File: src/rtl/hazard_ctrl.sv
// rtl/hazard_ctrl.sv - load-use stall, X-stage forwarding and D flush control for the 5-stage core
module hazard_ctrl #(
  parameter int CNT_W = 16
) (
  input  logic             clk_i,
  input  logic             rst_n_i,
  input  logic             d_valid_i,
  input  logic [4:0]       d_rs1_i,
  input  logic [4:0]       d_rs2_i,
  input  logic             d_rs1_used_i,
  input  logic             d_rs2_used_i,
  input  logic [4:0]       d_rd_i,
  input  logic             d_rd_wen_i,
  input  logic             d_is_load_i,
  input  logic             x_flush_i,
  output logic             stall_f_o,
  output logic             stall_d_o,
  output logic             bubble_x_o,
  output logic             flush_d_o,
  output logic [1:0]       fwd_a_o,
  output logic [1:0]       fwd_b_o,
  output logic [CNT_W-1:0] stall_cnt_o
);

  logic       x_valid, x_wen, x_is_load, x_rs1_used, x_rs2_used;
  logic [4:0] x_rd, x_rs1, x_rs2;
  logic       m_valid, m_wen, m_is_load;
  logic [4:0] m_rd;
  // W never needs its load flag: by then the data is in the writeback mux either way.
  logic       w_valid, w_wen;
  logic [4:0] w_rd;

  logic x_writing, m_writing, w_writing, lu;

  assign x_writing = x_valid & x_wen & (x_rd != 5'd0);
  assign m_writing = m_valid & m_wen & (m_rd != 5'd0);
  assign w_writing = w_valid & w_wen & (w_rd != 5'd0);

  assign lu = x_writing & x_is_load & d_valid_i &
              ((d_rs1_used_i & (d_rs1_i == x_rd)) | (d_rs2_used_i & (d_rs2_i == x_rd)));

  // A flush makes the D instruction wrong-path, so it overrides any load-use stall.
  assign flush_d_o  = x_flush_i;
  assign bubble_x_o = x_flush_i | lu;
  assign stall_f_o  = lu & ~x_flush_i;
  assign stall_d_o  = lu & ~x_flush_i;

  always_comb begin
    fwd_a_o = 2'b00;
    fwd_b_o = 2'b00;
    if (x_valid && x_rs1_used) begin
      if (m_writing && !m_is_load && (m_rd == x_rs1)) fwd_a_o = 2'b01;
      else if (w_writing && (w_rd == x_rs1))          fwd_a_o = 2'b10;
    end
    if (x_valid && x_rs2_used) begin
      if (m_writing && !m_is_load && (m_rd == x_rs2)) fwd_b_o = 2'b01;
      else if (w_writing && (w_rd == x_rs2))          fwd_b_o = 2'b10;
    end
  end

  always_ff @(posedge clk_i or negedge rst_n_i) begin
    if (!rst_n_i) begin
      x_valid    <= 1'b0;
      x_wen      <= 1'b0;
      x_is_load  <= 1'b0;
      x_rs1_used <= 1'b0;
      x_rs2_used <= 1'b0;
      x_rd       <= 5'd0;
      x_rs1      <= 5'd0;
      x_rs2      <= 5'd0;
      m_valid    <= 1'b0;
      m_wen      <= 1'b0;
      m_is_load  <= 1'b0;
      m_rd       <= 5'd0;
      w_valid    <= 1'b0;
      w_wen      <= 1'b0;
      w_rd       <= 5'd0;
    end else begin
      w_valid   <= m_valid;
      w_wen     <= m_wen;
      w_rd      <= m_rd;
      m_valid   <= x_valid;
      m_wen     <= x_wen;
      m_is_load <= x_is_load;
      m_rd      <= x_rd;
      if (bubble_x_o) begin
        x_valid    <= 1'b0;
        x_wen      <= 1'b0;
        x_is_load  <= 1'b0;
        x_rs1_used <= 1'b0;
        x_rs2_used <= 1'b0;
        x_rd       <= 5'd0;
        x_rs1      <= 5'd0;
        x_rs2      <= 5'd0;
      end else begin
        x_valid    <= d_valid_i;
        x_wen      <= d_rd_wen_i;
        x_is_load  <= d_is_load_i;
        x_rs1_used <= d_rs1_used_i;
        x_rs2_used <= d_rs2_used_i;
        x_rd       <= d_rd_i;
        x_rs1      <= d_rs1_i;
        x_rs2      <= d_rs2_i;
      end
    end
  end

  always_ff @(posedge clk_i or negedge rst_n_i) begin
    if (!rst_n_i) begin
      stall_cnt_o <= '0;
    end else if (stall_d_o && (stall_cnt_o != {CNT_W{1'b1}})) begin
      stall_cnt_o <= stall_cnt_o + {{(CNT_W-1){1'b0}}, 1'b1};
    end
  end

endmodule

File: config.mk
export PLATFORM = sky130hd
export DESIGN_NAME = hazard_ctrl
export DESIGN_NICKNAME = d
export VERILOG_FILES = /design/src/rtl/hazard_ctrl.sv
export SDC_FILE = /design/constraint.sdc
export NUM_CORES = 1
export LEC_CHECK = 0
export BUFFER_PORTS_ARGS = -buffer_cell sky130_fd_sc_hd__buf_4
export CORE_MARGIN = 4
export CORE_UTILIZATION = 57
export CTS_BUF_LIST = sky130_fd_sc_hd__clkbuf_8 sky130_fd_sc_hd__clkbuf_16
export CTS_CLUSTER_DIAMETER = 60
export CTS_CLUSTER_SIZE = 20
export DETAILED_ROUTE_END_ITERATION = 8
export MAX_ROUTING_LAYER = met4
export PLACE_DENSITY_LB_ADDON = 0.05
export REMOVE_ABC_BUFFERS = 1
export SLEW_MARGIN = 40
export SYNTH_ARGS = -nofsm -noshare
export SYNTH_HDL_FRONTEND = slang
export SYNTH_SLANG_ARGS = --single-unit
File: constraint.sdc
create_clock -name clk_i -period 5.2 [get_ports clk_i]
set_clock_uncertainty 0.15 [all_clocks]
set_input_delay 1.04 -clock clk_i [delete_from_list [all_inputs] [get_ports clk_i]]
set_output_delay 1.04 -clock clk_i [all_outputs]
set_load 0.01 [all_outputs]
Word-level counts from Yosys, hierarchy flattened
Index checks and enable logic that the tools add are counted.
{"block": "classes", "n_bitwise": 15, "reduce_logical": 12, "add_sub_neg": 1, "mux": 14, "eq_ne": 7}
{"cell": "5-bit == test", "count": 6}
{"cell": "16-bit by 1-bit adder with 16-bit output (second input constant)", "count": 1}
{"cell": "16-bit inequality test (second input constant)", "count": 1}
{"cell": "5-bit 2-to-1 mux", "count": 3}
{"cell": "5-bit nonzero test", "count": 3}
{"cell": "1-bit bitwise AND", "count": 12}
{"cell": "2-bit 2-to-1 mux", "count": 6}
{"cell": "1-bit logical AND", "count": 8}
{"cell": "1-bit 2-to-1 mux", "count": 5}
{"cell": "1-bit bitwise OR", "count": 2}
{"cell": "1-bit logical NOT", "count": 1}
{"cell": "1-bit inverter", "count": 1}
{"block": "word_totals", "regBits": 51, "output_inout_bits": 24, "wordCells": 65, "input_bits": 23}

Longest topological paths before layout
Gate-level depths: netlist (run 1).
{"block": "depth", "ltp_word": 7, "mapped_depth": 8, "ltp_nobuf": 7}

Worst setup path before layout (run 1)
No wires, ideal clock.
{"block": "synth_path", "path_kind": "input port to output port", "startpoint": "input port d_rs1_i[3]", "endpoint": "output port bubble_x_o", "required_ns": 4.010, "setup_slack_ns": 1.759, "path_buffers": 1, "stages": 7, "arrival_ns": 2.251, "path_cell_list": "xor2_1 > nor4_2 > a32oi_2 > or2_1 > nor2b_4 > buf_6 > inv_1"}
{"block": "synth_between", "elab_chain_cells": 5}
{"element": "start: declaration", "line": "8", "source": "input logic [4:0] d_rs1_i,"}
{"element": "5-bit == test", "line": "40", "source": "((d_rs1_used_i & (d_rs1_i == x_rd)) | (d_rs2_used_i & (d_rs2_i == x_rd)));"}
{"element": "1-bit bitwise AND", "line": "40"}
{"element": "1-bit bitwise OR", "line": "40"}
{"element": "1-bit bitwise AND", "line": "39", "source": "assign lu = x_writing & x_is_load & d_valid_i &"}
{"element": "1-bit bitwise OR", "line": "44", "source": "assign bubble_x_o = x_flush_i | lu;"}
{"element": "end: declaration", "line": "18", "source": "output logic bubble_x_o,"}
No other way between the ends.

Worst setup path after layout (run 1)
{"block": "layout_path", "startpoint": "input port d_rs1_i[1]", "endpoint": "output port bubble_x_o"}
The elaborated chain is that of the path after synthesis.

==> metrics.txt, run 1 <==
# TYPE chip_impl_metric gauge
chip_impl_metric{name="fp.dieArea",unit="µm²"} 5080
chip_impl_metric{name="routedWlPerCell",unit="µm"} 15.4
chip_impl_metric{name="floorplan.core_area",unit="µm²"} 3770
chip_impl_info{name="synth_largest_area_cell",value="sky130_fd_sc_hd__dfrtp_1"} 1
chip_impl_metric{name="cts_made_buffers",unit=""} 5
chip_impl_info{name="cts_root_buffer",value="sky130_fd_sc_hd__clkbuf_8"} 1
chip_impl_info{name="timing.critical_path.mode_cell",value="sky130_fd_sc_hd__buf_4"} 1
chip_impl_info{name="worst_path_cell_with_the_longest_stage_delay",value="sky130_fd_sc_hd__a32oi_2"} 1
chip_impl_metric{name="number_of_register_bits_inferred_by_synthesis",unit=""} 51
chip_impl_metric{name="fin_worst_hold_slack",unit="ns"} 0.222
chip_impl_metric{name="synth-warning-count",unit=""} 0
chip_impl_info{name="crit_path_launch_type",value="input pin"} 1
chip_impl_metric{name="gr-usage-all-layers",unit="%"} 19.6
chip_impl_metric{name="floorplan.io_pins",unit=""} 47
chip_impl_metric{name="routed_via_density",unit=""} 5.31
chip_impl_metric{name="design.final.nets",unit=""} 256
chip_impl_metric{name="irDropWorstVdd",unit="V"} 0.000197
chip_impl_info{name="min-delay-path-class",value="reg2reg"} 1
chip_impl_metric{name="r2r_cells",unit=""} 5
chip_impl_metric{name="tightest_slew",unit="ns"} 0.624
chip_impl_metric{name="antenna_found_initial",unit=""} 0
chip_impl_info{name="timing.critical_path.to_type",value="primary output"} 1
chip_impl_metric{name="overflow",unit=""} 0
chip_impl_metric{name="power_switching_share",unit="%"} 20.5
chip_impl_metric{name="synth_edf_count",unit=""} 0
chip_impl_metric{name="layout-drive-gt1-share",unit="%"} 27.0
chip_impl_metric{name="syn_inst",unit=""} 184
chip_impl_info{name="synth_flop_cell",value="sky130_fd_sc_hd__dfrtp_1"} 1
chip_impl_metric{name="final_period_minus_worst_setup_slack",unit="ns"} 3.70
chip_impl_metric{name="cts_hold_buf",unit=""} 0
chip_impl_metric{name="detailedRoute.firstIterationViolations",unit=""} 69
chip_impl_metric{name="grt_pass1_wl",unit="mm"} 7.61
chip_impl_metric{name="clk_pin_slew_worst_paths",unit="ns"} 0.08
chip_impl_metric{name="routability_driven_placement_congestion_ratio",unit=""} 0.840
chip_impl_metric{name="cts.sink_count",unit=""} 51
chip_impl_metric{name="cts_resized",unit=""} 0
chip_impl_metric{name="maxCapViolCount",unit=""} 0
chip_impl_metric{name="critPathBufInv",unit=""} 3
chip_impl_metric{name="placed_cell_area",unit="µm²"} 2640
chip_impl_metric{name="final_core_utilization",unit="%"} 73.5
chip_impl_metric{name="clock_tree.htree_level_count",unit=""} 2
chip_impl_metric{name="whs_path_depth",unit=""} 0
chip_impl_metric{name="worstSetupPathDepth",unit=""} 8
chip_impl_metric{name="antenna-diode-count",unit=""} 0
chip_impl_metric{name="crit_path_max_incr_delay",unit="ns"} 0.34
chip_impl_metric{name="p_sw",unit="W"} 0.000163
chip_impl_metric{name="min_period_over_period",unit="%"} 71.1
chip_impl_metric{name="die_x",unit="µm"} 71.3
chip_impl_metric{name="synthesis.area",unit="µm²"} 2280
chip_impl_metric{name="antenna_violating_nets_post_route",unit=""} 0
chip_impl_metric{name="timing.final.setup_violations",unit=""} 0
chip_impl_metric{name="grt_max_degree",unit=""} 52
chip_impl_metric{name="yosysSeqAreaShare",unit="%"} 55.9
chip_impl_metric{name="intPower",unit="W"} 0.000632
chip_impl_metric{name="grt_pass1_vias",unit=""} 1600
chip_impl_metric{name="synthArstFlopShare",unit="%"} 100
chip_impl_info{name="netlist_top_cells_area",value="sky130_fd_sc_hd__dfrtp_1, sky130_fd_sc_hd__xnor2_1, sky130_fd_sc_hd__xor2_1, sky130_fd_sc_hd__and2_1, sky130_fd_sc_hd__nand3_1"} 1
chip_impl_metric{name="timing.max_slew.rel_slack",unit="%"} 58.4
chip_impl_metric{name="detail_route.drc_violations",unit=""} 0
chip_impl_info{name="timing.critical_path.max_delay_family",value="simple AND/OR/NAND/NOR gates"} 1
chip_impl_info{name="synth_top_cells_by_count",value="sky130_fd_sc_hd__dfrtp_1, sky130_fd_sc_hd__xnor2_1, sky130_fd_sc_hd__and2_1"} 1
chip_impl_metric{name="cellPowerDensity",unit="nW/µm²"} 287
chip_impl_metric{name="worst-endpoint-arrival",unit="ns"} 2.51
chip_impl_metric{name="drt_first_pass_iters",unit=""} 4
chip_impl_metric{name="clock.fmax",unit="MHz"} 271
chip_impl_metric{name="share_clk_of_total_power",unit="%"} 39.1
chip_impl_metric{name="post-route-cell-area",unit="µm²"} 2770
chip_impl_metric{name="worstPathMaxFanout",unit=""} 21
chip_impl_info{name="rsz0062_at_grt",value="false"} 1
chip_impl_metric{name="port-buffer-count",unit=""} 46
chip_impl_metric{name="tns",unit="ns"} 0
chip_impl_metric{name="synthDistinctLibCells",unit=""} 34
chip_impl_metric{name="share_comb_of_total_power",unit="%"} 7.6
chip_impl_metric{name="synth.avg_cell_area",unit="µm²"} 12.4
chip_impl_metric{name="p_leak",unit="nW"} 1.35
chip_impl_metric{name="detailedPlace.worstSlack",unit="ns"} 1.48
chip_impl_metric{name="hpwl_after_detailed_placement",unit="mm"} 3.29
chip_impl_info{name="critical_path.cell_chain",value="buf_4 -> xor2_1 -> nor4_2 -> a32oi_2 -> or2_1 -> nor2b_4 -> inv_1 -> buf_4"} 1
chip_impl_info{name="critical_path_class",value="in2out"} 1
chip_impl_metric{name="synthDominantCellAreaShare",unit="%"} 55.9
chip_impl_metric{name="placement_rows",unit=""} 22
chip_impl_metric{name="area_growth",unit="%"} 21.4
chip_impl_metric{name="critPathRequiredTime",unit="ns"} 4.01
chip_impl_metric{name="chipHeight",unit="µm"} 71.3
chip_impl_metric{name="max-clock-path-buffers",unit=""} 2
chip_impl_metric{name="detail_route.wirelength",unit="mm"} 4.34
chip_impl_metric{name="start_util",unit="%"} 60.5
chip_impl_metric{name="timing.final.max_slew_violations",unit=""} 0
chip_impl_info{name="cts_tree",value="built"} 1
chip_impl_metric{name="post-cts-setup-buffer-count",unit=""} 0
chip_impl_metric{name="vias",unit=""} 1492
chip_impl_metric{name="sequentialPowerShare",unit="%"} 53.3
chip_impl_info{name="run_status",value="finished clean"} 1
chip_impl_metric{name="finalWorstSetupSlack",unit="ns"} 1.50
chip_impl_metric{name="worst_skew_pair.late_latency",unit="ns"} 0.30
chip_impl_metric{name="final-hold-violation-count",unit=""} 0
chip_impl_info{name="synth_most_common_cell",value="sky130_fd_sc_hd__dfrtp_1"} 1
[cells in the final DEF, fill, tap and decap left out]
| cell | n |
|---|---|
| sky130_fd_sc_hd__and3_1 | 4 |
| sky130_fd_sc_hd__o21a_1 | 2 |
| sky130_fd_sc_hd__mux2_1 | 1 |
| sky130_fd_sc_hd__buf_4 | 46 |
| sky130_fd_sc_hd__or2_1 | 1 |
| sky130_fd_sc_hd__ha_1 | 1 |
| sky130_fd_sc_hd__a32oi_2 | 1 |
| sky130_fd_sc_hd__mux2_2 | 1 |
| sky130_fd_sc_hd__bufinv_16 | 2 |
| sky130_fd_sc_hd__nand4_2 | 2 |
| sky130_fd_sc_hd__nand2_1 | 6 |
| sky130_fd_sc_hd__nor2_1 | 3 |
| sky130_fd_sc_hd__xnor2_1 | 23 |
| sky130_fd_sc_hd__nor3_4 | 1 |
| sky130_fd_sc_hd__and4_4 | 1 |
| sky130_fd_sc_hd__nand3_1 | 8 |
| sky130_fd_sc_hd__nor4_1 | 5 |
| sky130_fd_sc_hd__clkbuf_8 | 5 |
| sky130_fd_sc_hd__or4_1 | 4 |
| sky130_fd_sc_hd__a31o_2 | 1 |
| sky130_fd_sc_hd__o21ai_2 | 1 |
| sky130_fd_sc_hd__and4_1 | 3 |
| sky130_fd_sc_hd__nor2b_4 | 1 |
| sky130_fd_sc_hd__mux2i_1 | 1 |
| sky130_fd_sc_hd__o211ai_1 | 1 |
| sky130_fd_sc_hd__nor3_1 | 5 |
| sky130_fd_sc_hd__and2_1 | 21 |
| sky130_fd_sc_hd__nor4_2 | 1 |
| sky130_fd_sc_hd__nand4_1 | 5 |
| sky130_fd_sc_hd__inv_1 | 2 |
| sky130_fd_sc_hd__nand3b_1 | 1 |
| sky130_fd_sc_hd__xor2_1 | 19 |
| sky130_fd_sc_hd__nand2b_1 | 2 |
| sky130_fd_sc_hd__dfrtp_1 | 51 |
| sky130_fd_sc_hd__o21ai_0 | 1 |
[path summary, 6_finish.rpt]
path	start	endpoint	slack [ns]
hold reg to reg	x_wen	m_wen	0.22
hold / removal	x_wen	m_wen	0.22
setup / recovery	d_rs1_i[1]	bubble_x_o	1.50
setup reg to reg	x_rd[1]	stall_cnt_o[1]	2.88
min in group asynchronous	rst_n_i	stall_cnt_o[0]	0.60
max in group asynchronous	rst_n_i	x_rs1[1]	3.87
[stage by stage]
stage / instances / power (W)
global route: 281 / 0.000829
global placement: 273 / 0.000490
finish: 281 / 0.000794
detailed placement: 273 / 0.000493
floorplan: 179 / 0.000459
CTS: 281 / 0.000803
[cell families (layout without fill, tap and decap cells)]
logic type	count (synthesis)	count (layout)	share of synthesized area [%]
simple gates	74	74	21.0
flops	51	51	55.9
xor+xnor	42	42	16.1
compound gates	7	7	2.69
buf+inv	6	55	2.30
mux	3	3	1.43
fa+ha+maj	1	1	0.548
[flip-flops by register name, summed over array words and instances, names as in the netlist]
| register | cells |
|---|---|
| stall_cnt_o | 16 |
| m_rd | 5 |
| w_rd | 5 |
| x_rd | 5 |
| x_rs1 | 5 |
| x_rs2 | 5 |
| m_is_load | 1 |
| m_valid | 1 |
| m_wen | 1 |
| w_valid | 1 |
| w_wen | 1 |
| x_is_load | 1 |
| x_rs1_used | 1 |
| x_rs2_used | 1 |
| x_valid | 1 |
| x_wen | 1 |
[worst reg2reg max path: stages, from the launching register on]
cell,delay (ns)
sky130_fd_sc_hd__dfrtp_1,0.44
sky130_fd_sc_hd__xor2_1,0.20
sky130_fd_sc_hd__nor4_2,0.29
sky130_fd_sc_hd__a32oi_2,0.22
sky130_fd_sc_hd__nor3_4,0.53
sky130_fd_sc_hd__mux2_2,0.39
[layout make-up]
| type | count | area [µm²] |
|---|---|---|
| repair buffers | 46 | 345 |
| inverters | 1 | 3.75 |
| well taps | 48 | 60.1 |
| clock inverters | 3 | 63.8 |
| multi-input cells | 127 | 953 |
| clock buffers | 5 | 68.8 |
| fillers | 261 | 1000 |
| flip-flops and latches | 51 | 1280 |
[power by group through the flow]
| stage | registers [W] | logic, W | clock network, W |
|---|---|---|---|
| global placement | 0.000431 | 0.0000588 | 0 |
| global route | 0.000426 | 0.0000683 | 0.000335 |
| CTS | 0.000424 | 0.0000619 | 0.000317 |
| finish | 0.000424 | 0.0000605 | 0.000310 |
| detailed placement | 0.000432 | 0.0000612 | 0 |
| floorplan | 0.000428 | 0.0000308 | 0 |
[per-layer routing]
layer  part of all wire [%]  up-vias  GRT usage, %
met3                    5.3        9          4.07
met1                     45      711          25.8
met2                     48       46          30.3
li1                       -      726             -
met5                      0        -             -
met4                    1.8        0          6.68
(Power assumes the default switching activity.)
==> inputs of run 2 (changes only) <==
--- a/config.mk
+++ b/config.mk
@@ -7,7 +7,7 @@
 export LEC_CHECK = 0
 export BUFFER_PORTS_ARGS = -buffer_cell sky130_fd_sc_hd__buf_4
 export CORE_MARGIN = 4
-export CORE_UTILIZATION = 57
+export CORE_UTILIZATION = 49
 export CTS_BUF_LIST = sky130_fd_sc_hd__clkbuf_8 sky130_fd_sc_hd__clkbuf_16
 export CTS_CLUSTER_DIAMETER = 60
 export CTS_CLUSTER_SIZE = 20
==> constraint.sdc (replaced) <==
create_clock -name clk_i -period 3.3 [get_ports clk_i]
set_clock_uncertainty 0.15 [all_clocks]
set_input_delay 0.66 -clock clk_i [delete_from_list [all_inputs] [get_ports clk_i]]
set_output_delay 0.66 -clock clk_i [all_outputs]
set_load 0.01 [all_outputs]
==> run 2 against run 1 <==
  * Die area rose by 14%
  * Critical path type is now reg2out
  * Highest routed layer unchanged
  * Sequential cell count unchanged
  * Critical path depth fell by 2
==> metrics.txt, run 2 (synthesized netlist as in run 1, its figures left out) <==
# TYPE chip_impl_metric gauge
chip_impl_info{name="min-delay-path-class",value="in2async"} 1
chip_impl_metric{name="placement_rows",unit=""} 24
chip_impl_metric{name="timing.final.max_slew_violations",unit=""} 0
chip_impl_metric{name="r2r_cells",unit=""} 5
chip_impl_metric{name="share_clk_of_total_power",unit="%"} 31.3
chip_impl_info{name="reg2reg_from",value="x_rd[3]"} 1
chip_impl_metric{name="maxCapViolCount",unit=""} 0
chip_impl_metric{name="final_period_minus_worst_setup_slack",unit="ns"} 3.11
chip_impl_info{name="cts_tree",value="built"} 1
chip_impl_metric{name="max-clock-path-buffers",unit=""} 2
chip_impl_metric{name="irDropWorstVdd",unit="V"} 0.000260
chip_impl_metric{name="final_core_utilization",unit="%"} 61.9
chip_impl_metric{name="floorplan.io_pins",unit=""} 47
chip_impl_metric{name="vias",unit=""} 1531
chip_impl_info{name="largest-register",value="stall_cnt_o"} 1
chip_impl_metric{name="post-cts-setup-buffer-count",unit=""} 0
chip_impl_info{name="run_status",value="finished clean"} 1
chip_impl_metric{name="clk_pin_slew_worst_paths",unit="ns"} 0.09
chip_impl_metric{name="worstPathMaxFanout",unit=""} 11
chip_impl_info{name="startpoint",value="x_rd[1]"} 1
chip_impl_metric{name="worst-endpoint-arrival",unit="ns"} 2.30
chip_impl_metric{name="share_comb_of_total_power",unit="%"} 8.6
chip_impl_metric{name="antenna_violating_nets_post_route",unit=""} 0
chip_impl_info{name="rsz0062_at_grt",value="false"} 1
chip_impl_metric{name="start_util",unit="%"} 51.4
chip_impl_metric{name="worstSetupPathDepth",unit=""} 6
chip_impl_metric{name="layout.filler_cells",unit=""} 377
chip_impl_metric{name="gr-usage-all-layers",unit="%"} 17.3
chip_impl_metric{name="area_growth",unit="%"} 20.4
chip_impl_metric{name="routedWlPerCell",unit="µm"} 16.1
chip_impl_info{name="worst_path_cell_with_the_longest_stage_delay",value="sky130_fd_sc_hd__or4_1"} 1
chip_impl_metric{name="routability_driven_placement_congestion_ratio",unit=""} 0.821
chip_impl_metric{name="tns",unit="ns"} 0
chip_impl_info{name="timing.critical_path.to_type",value="primary output"} 1
chip_impl_metric{name="overflow",unit=""} 0
chip_impl_metric{name="min_period_over_period",unit="%"} 94.4
chip_impl_metric{name="grt_pass1_vias",unit=""} 1605
chip_impl_metric{name="p_leak",unit="nW"} 1.33
chip_impl_metric{name="detailedPlace.worstSlack",unit="ns"} 0.323
chip_impl_info{name="final_common_cell",value="sky130_fd_sc_hd__dfrtp_1"} 1
chip_impl_metric{name="final-hold-violation-count",unit=""} 0
chip_impl_metric{name="grt_pass1_wl",unit="mm"} 7.75
chip_impl_metric{name="sequentialPowerShare",unit="%"} 60.1
chip_impl_metric{name="cts_made_buffers",unit=""} 5
chip_impl_info{name="critical_path.cell_chain",value="or4_1 -> o21ai_4 -> or2_1 -> nor2b_4 -> inv_1 -> buf_4"} 1
chip_impl_metric{name="clock.fmax",unit="MHz"} 321
chip_impl_metric{name="crit_path_max_incr_delay",unit="ns"} 0.59
chip_impl_metric{name="finalWorstSetupSlack",unit="ns"} 0.186
chip_impl_metric{name="power_switching_share",unit="%"} 24.2
chip_impl_metric{name="drt_first_pass_iters",unit=""} 4
chip_impl_metric{name="detail_route.drc_violations",unit=""} 0
chip_impl_info{name="layout_common_cells",value="sky130_fd_sc_hd__dfrtp_1, sky130_fd_sc_hd__buf_4, sky130_fd_sc_hd__xnor2_1"} 1
chip_impl_metric{name="grt_max_degree",unit=""} 52
chip_impl_metric{name="timing.final.setup_violations",unit=""} 0
chip_impl_info{name="critical_path_class",value="reg2out"} 1
chip_impl_metric{name="intPower",unit="W"} 0.000844
chip_impl_metric{name="cts.sink_count",unit=""} 51
chip_impl_metric{name="worst_skew_pair.late_latency",unit="ns"} 0.30
chip_impl_metric{name="clock_tree.htree_level_count",unit=""} 2
chip_impl_metric{name="chipHeight",unit="µm"} 76.2
chip_impl_metric{name="layout-drive-gt1-share",unit="%"} 27.8
chip_impl_metric{name="detail_route.wirelength",unit="mm"} 4.60
chip_impl_metric{name="port-buffer-count",unit=""} 46
chip_impl_metric{name="cellPowerDensity",unit="nW/µm²"} 405
chip_impl_metric{name="design.final.nets",unit=""} 257
chip_impl_metric{name="largest_reg_flops",unit=""} 16
chip_impl_metric{name="p_sw",unit="W"} 0.000270
chip_impl_metric{name="critPathBufInv",unit=""} 2
chip_impl_metric{name="floorplan.core_area",unit="µm²"} 4440
chip_impl_metric{name="timing.max_slew.rel_slack",unit="%"} 58.3
chip_impl_metric{name="routed_via_density",unit=""} 5.35
chip_impl_info{name="cts_root_buffer",value="sky130_fd_sc_hd__clkbuf_8"} 1
chip_impl_metric{name="die_x",unit="µm"} 76.2
chip_impl_info{name="timing.critical_path.max_delay_family",value="simple AND/OR/NAND/NOR gates"} 1
chip_impl_info{name="crit_path_launch_type",value="flip-flop"} 1
chip_impl_metric{name="hpwl_after_detailed_placement",unit="mm"} 3.44
chip_impl_metric{name="detailedRoute.firstIterationViolations",unit=""} 67
chip_impl_metric{name="tightest_slew",unit="ns"} 0.625
chip_impl_metric{name="antenna_found_initial",unit=""} 0
chip_impl_metric{name="antenna-diode-count",unit=""} 0
chip_impl_metric{name="critPathRequiredTime",unit="ns"} 2.49
chip_impl_metric{name="fp.dieArea",unit="µm²"} 5810
[run 2: cell types whose count changed in the layout (fill, tap and decap cells not counted), sizes merged]
cell      before  now
nor2b          1    2
clkinvlp       0    2
clkinv         0    1
bufinv         2    0
inv            2    1
[run 2: cell type report]
| type | instances | area [µm²] | share of cell area [%] |
|---|---|---|---|
| flip-flops and latches | 51 | 1280 | 46.4 |
| multi-input cells | 128 | 970 | 35.3 |
| repair buffers | 46 | 345 | 12.6 |
| clock buffers | 5 | 68.8 | 2.50 |
| well taps | 52 | 65.1 | 2.37 |
| clock inverters | 3 | 20.0 | 0.728 |
| inverters | 1 | 3.75 | 0.137 |
[run 2: power by group through the flow]
stage | sequential (W) | combinational [W] | clock [W]
6_report | 0.000670 | 0.0000956 | 0.000348
5_1_grt | 0.000673 | 0.000107 | 0.000383
3_3_place_gp | 0.000680 | 0.0000930 | 0
3_5_place_dp | 0.000682 | 0.0000953 | 0
4_1_cts | 0.000670 | 0.0000956 | 0.000360
2_1_floorplan | 0.000675 | 0.0000486 | 0
[run 2: layer usage]
layer | GRT usage [%] | up-vias | wire [µm]
met5 | - | - | 0
met1 | 22.4 | 753 | 2060
li1 | - | 725 | -
met3 | 2.72 | 8 | 214
met2 | 27.2 | 45 | 2260
met4 | 7.07 | 0 | 63
[run 2: per-stage QoR]
step | power [W] | hold slack, ns | cell area, µm² | instances
finish | 0.00111 | 0.213 | 2750 | 286
floorplan | 0.000723 | 0.197 | 2230 | 179
detailed placement | 0.000778 | 0.209 | 2640 | 277
global placement | 0.000774 | 0.202 | 2640 | 277
global route | 0.00116 | 0.239 | 2750 | 286
CTS | 0.00113 | 0.229 | 2730 | 285
[run 2: worst paths after layout]
path                                  end  slack [ns]
min reg2reg                     m_is_load        0.23
min                               w_valid        0.21
max in group asynchronous  stall_cnt_o[9]        2.36
max                            bubble_x_o        0.19
max reg2reg                stall_cnt_o[1]        0.90
min in group clk_i              m_is_load        0.23
[run 2: what timing repair did]
item                                    CTS  global route
resized for setup                         0             1
hold buffers                              0             0
endpoints found under the setup margin    0             1
[run 2: worst register-to-register path, cell delays in order, from the launching register on]
cell                      delay, ns
sky130_fd_sc_hd__dfrtp_1       0.44
sky130_fd_sc_hd__xor2_1        0.19
sky130_fd_sc_hd__nor4_2        0.32
sky130_fd_sc_hd__a32oi_2       0.24
sky130_fd_sc_hd__nor3_4        0.56
sky130_fd_sc_hd__mux2_2        0.40
==> inputs of run 3 (changes only) <==
--- a/config.mk
+++ b/config.mk
@@ -7,7 +7,7 @@
 export LEC_CHECK = 0
 export BUFFER_PORTS_ARGS = -buffer_cell sky130_fd_sc_hd__buf_4
 export CORE_MARGIN = 4
-export CORE_UTILIZATION = 49
+export CORE_UTILIZATION = 54
 export CTS_BUF_LIST = sky130_fd_sc_hd__clkbuf_8 sky130_fd_sc_hd__clkbuf_16
 export CTS_CLUSTER_DIAMETER = 60
 export CTS_CLUSTER_SIZE = 20
==> constraint.sdc (replaced) <==
create_clock -name clk_i -period 3.13 [get_ports clk_i]
set_clock_uncertainty 0.15 [all_clocks]
set_input_delay 0.626 -clock clk_i [delete_from_list [all_inputs] [get_ports clk_i]]
set_output_delay 0.626 -clock clk_i [all_outputs]
set_load 0.01 [all_outputs]
==> run 3 against run 2 <==
  * Global-route usage up 0.75 points
  * Die area down 8.3%
  * Sequential share of layout area down 0.13 points
  * Combinational power up 6%
  * First-iteration DRC count up 3.0%
  * Worst setup slack worse by 0.059 ns
  * Clock power up 25%
  * Hold slack worse by 0.025 ns
  * Via count up 0.13%
  * Non-clock buffer count unchanged
  * Sequential cell count unchanged
  * Clock-buffer cell count unchanged
  * Critical path type unchanged
  * Critical endpoint unchanged
==> metrics.txt, run 3 (synthesized netlist as in run 1, its figures left out) <==
# TYPE chip_impl_metric gauge
chip_impl_metric{name="final_period_minus_worst_setup_slack",unit="ns"} 3.00
chip_impl_info{name="startpoint",value="x_rd[1]"} 1
chip_impl_metric{name="die_x",unit="µm"} 73.0
chip_impl_metric{name="antenna_violating_nets_post_route",unit=""} 0
chip_impl_metric{name="antenna_found_initial",unit=""} 0
chip_impl_metric{name="floorplan.io_pins",unit=""} 47
chip_impl_metric{name="finalWorstSetupSlack",unit="ns"} 0.127
chip_impl_metric{name="grt_pass1_wl",unit="mm"} 7.16
chip_impl_metric{name="hpwl_after_detailed_placement",unit="mm"} 3.33
chip_impl_metric{name="largest_reg_flops",unit=""} 16
chip_impl_metric{name="globalRouteMet3Util",unit="%"} 4.82
chip_impl_metric{name="antenna-diode-count",unit=""} 0
chip_impl_metric{name="overflow",unit=""} 0
chip_impl_metric{name="start_util",unit="%"} 56.2
chip_impl_info{name="final_common_cell",value="sky130_fd_sc_hd__dfrtp_1"} 1
chip_impl_metric{name="routed_via_density",unit=""} 5.42
chip_impl_metric{name="vias",unit=""} 1533
chip_impl_metric{name="timing.max_slew.rel_slack",unit="%"} 58.6
chip_impl_metric{name="gr-usage-all-layers",unit="%"} 18.0
chip_impl_metric{name="tightest_slew",unit="ns"} 0.620
chip_impl_metric{name="grt_use_met1",unit="%"} 24.5
chip_impl_metric{name="max-clock-path-buffers",unit=""} 2
chip_impl_metric{name="clk_pin_slew_worst_paths",unit="ns"} 0.09
chip_impl_metric{name="p_leak",unit="nW"} 1.34
chip_impl_metric{name="cellPowerDensity",unit="nW/µm²"} 450
chip_impl_metric{name="place_inst",unit=""} 275
chip_impl_metric{name="cts_resized",unit=""} 0
chip_impl_info{name="reg2reg_from",value="x_rd[3]"} 1
chip_impl_info{name="layout_common_cells",value="sky130_fd_sc_hd__dfrtp_1, sky130_fd_sc_hd__buf_4, sky130_fd_sc_hd__xnor2_1"} 1
chip_impl_metric{name="clock.fmax",unit="MHz"} 333
chip_impl_metric{name="detailedRoute.firstIterationViolations",unit=""} 69
chip_impl_metric{name="cts_made_buffers",unit=""} 5
chip_impl_metric{name="grt_use_met2",unit="%"} 26.7
chip_impl_metric{name="tns",unit="ns"} 0
chip_impl_metric{name="maxCapViolCount",unit=""} 0
chip_impl_info{name="critical_path_class",value="reg2out"} 1
chip_impl_metric{name="placement_rows",unit=""} 23
chip_impl_info{name="min-delay-path-class",value="in2async"} 1
chip_impl_metric{name="design.final.nets",unit=""} 257
chip_impl_metric{name="area_growth",unit="%"} 20.8
chip_impl_metric{name="irDropWorstVdd",unit="V"} 0.000278
chip_impl_info{name="grt_busiest_layer",value="met2"} 1
chip_impl_metric{name="detailedPlace.worstSlack",unit="ns"} 0.249
chip_impl_info{name="rr_endpoint",value="stall_cnt_o[1]"} 1
chip_impl_metric{name="detail_route.drc_violations",unit=""} 0
chip_impl_info{name="rsz0062_at_grt",value="false"} 1
chip_impl_metric{name="grt_max_degree",unit=""} 52
chip_impl_metric{name="grt_pass1_vias",unit=""} 1534
chip_impl_metric{name="chipHeight",unit="µm"} 73.0
chip_impl_info{name="crit_path_launch_type",value="flip-flop"} 1
chip_impl_info{name="run_status",value="finished clean"} 1
chip_impl_metric{name="layout-drive-gt1-share",unit="%"} 27.5
chip_impl_metric{name="layout.cells.non_filler",unit=""} 283
chip_impl_metric{name="r2r_cells",unit=""} 5
chip_impl_metric{name="worst-endpoint-arrival",unit="ns"} 2.23
chip_impl_metric{name="routedWlPerCell",unit="µm"} 15.6
chip_impl_metric{name="min_period_over_period",unit="%"} 95.9
chip_impl_info{name="cts_root_buffer",value="sky130_fd_sc_hd__clkbuf_8"} 1
chip_impl_metric{name="routability_driven_placement_congestion_ratio",unit=""} 0.851
chip_impl_info{name="critical_path.endpoint",value="bubble_x_o"} 1
chip_impl_metric{name="worst_skew_pair.late_latency",unit="ns"} 0.30
chip_impl_metric{name="worstPathMaxFanout",unit=""} 11
chip_impl_metric{name="clock_tree.htree_level_count",unit=""} 2
chip_impl_metric{name="timing.final.setup_violations",unit=""} 0
chip_impl_info{name="largest-register",value="stall_cnt_o"} 1
chip_impl_metric{name="final-hold-violation-count",unit=""} 0
chip_impl_metric{name="cts.sink_count",unit=""} 51
chip_impl_metric{name="fp.dieArea",unit="µm²"} 5330
chip_impl_metric{name="total_power",unit="W"} 0.00124
chip_impl_metric{name="detail_route.wirelength",unit="mm"} 4.41
chip_impl_metric{name="regToRegSetupSlack",unit="ns"} 0.76
chip_impl_metric{name="port-buffer-count",unit=""} 46
chip_impl_info{name="cts_tree",value="built"} 1
chip_impl_metric{name="timing.final.max_slew_violations",unit=""} 0
chip_impl_metric{name="critPathRequiredTime",unit="ns"} 2.35
chip_impl_metric{name="floorplan.core_area",unit="µm²"} 4060
chip_impl_info{name="timing.critical_path.to_type",value="primary output"} 1
chip_impl_metric{name="drt_first_pass_iters",unit=""} 5
chip_impl_metric{name="fin_worst_hold_slack",unit="ns"} 0.188
-- run 3: cell count changes in the layout (fill, tap and decap cells not counted), sizes merged --
cell and delta:
bufinv +1, clkinvlp -1, clkinv -1
-- run 3: power by group --
group	switching, W	internal, W	total, W
Combinational	0.0000483	0.0000524	0.000101
Clock	0.000203	0.000234	0.000436
Sequential	0.0000225	0.000681	0.000704
-- run 3: routing by layer --
metal	wire [µm]	vias up	part of all wire [%]
met1	2090	752	47
met3	244	6	5.5
li1	-	723	-
met4	46	0	1.0
met2	2020	52	46
met5	0	-	0
-- run 3: worst min path at each step --
stage	depth (start not counted)	slack, ns	to
floorplan	0	0.18	m_is_load
global placement	0	0.20	m_is_load
detailed placement	0	0.20	m_wen
CTS	1	0.20	stall_cnt_o[1]
global route	1	0.23	stall_cnt_o[1]
finish	1	0.19	stall_cnt_o[1]
-- run 3: worst max-delay path, stage by stage (launching register included) --
cell and delay [ns]:
sky130_fd_sc_hd__dfrtp_1 0.44, sky130_fd_sc_hd__or4_1 0.56, sky130_fd_sc_hd__o21ai_2 0.26, sky130_fd_sc_hd__or2_1 0.19
sky130_fd_sc_hd__nor2b_4 0.27, sky130_fd_sc_hd__inv_1 0.07, sky130_fd_sc_hd__buf_4 0.14
-- run 3: layout make-up --
type,instances,area (µm²)
tap,50,62.6
inverter,1,3.75
clock buffer,5,68.8
sequential,51,1280
timing repair buffer,46,345
fill,312,1300
multi-input combinational,128,962
clock inverter,2,37.5
-- run 3: metrics by stage --
step	util (%)	instance area, µm²
after floorplan	-	2230
after global placement	65.1	2640
after detailed placement	65.1	2640
after CTS	67.7	2750
after global routing	67.9	2760
final	67.9	2760
-- run 3: repair_timing --
item | CTS | global route
buffers inserted | 0 | 0
hold buffers | 0 | 0
endpoints found under the setup margin | 0 | 1
endpoints found under the hold margin | 0 | 0
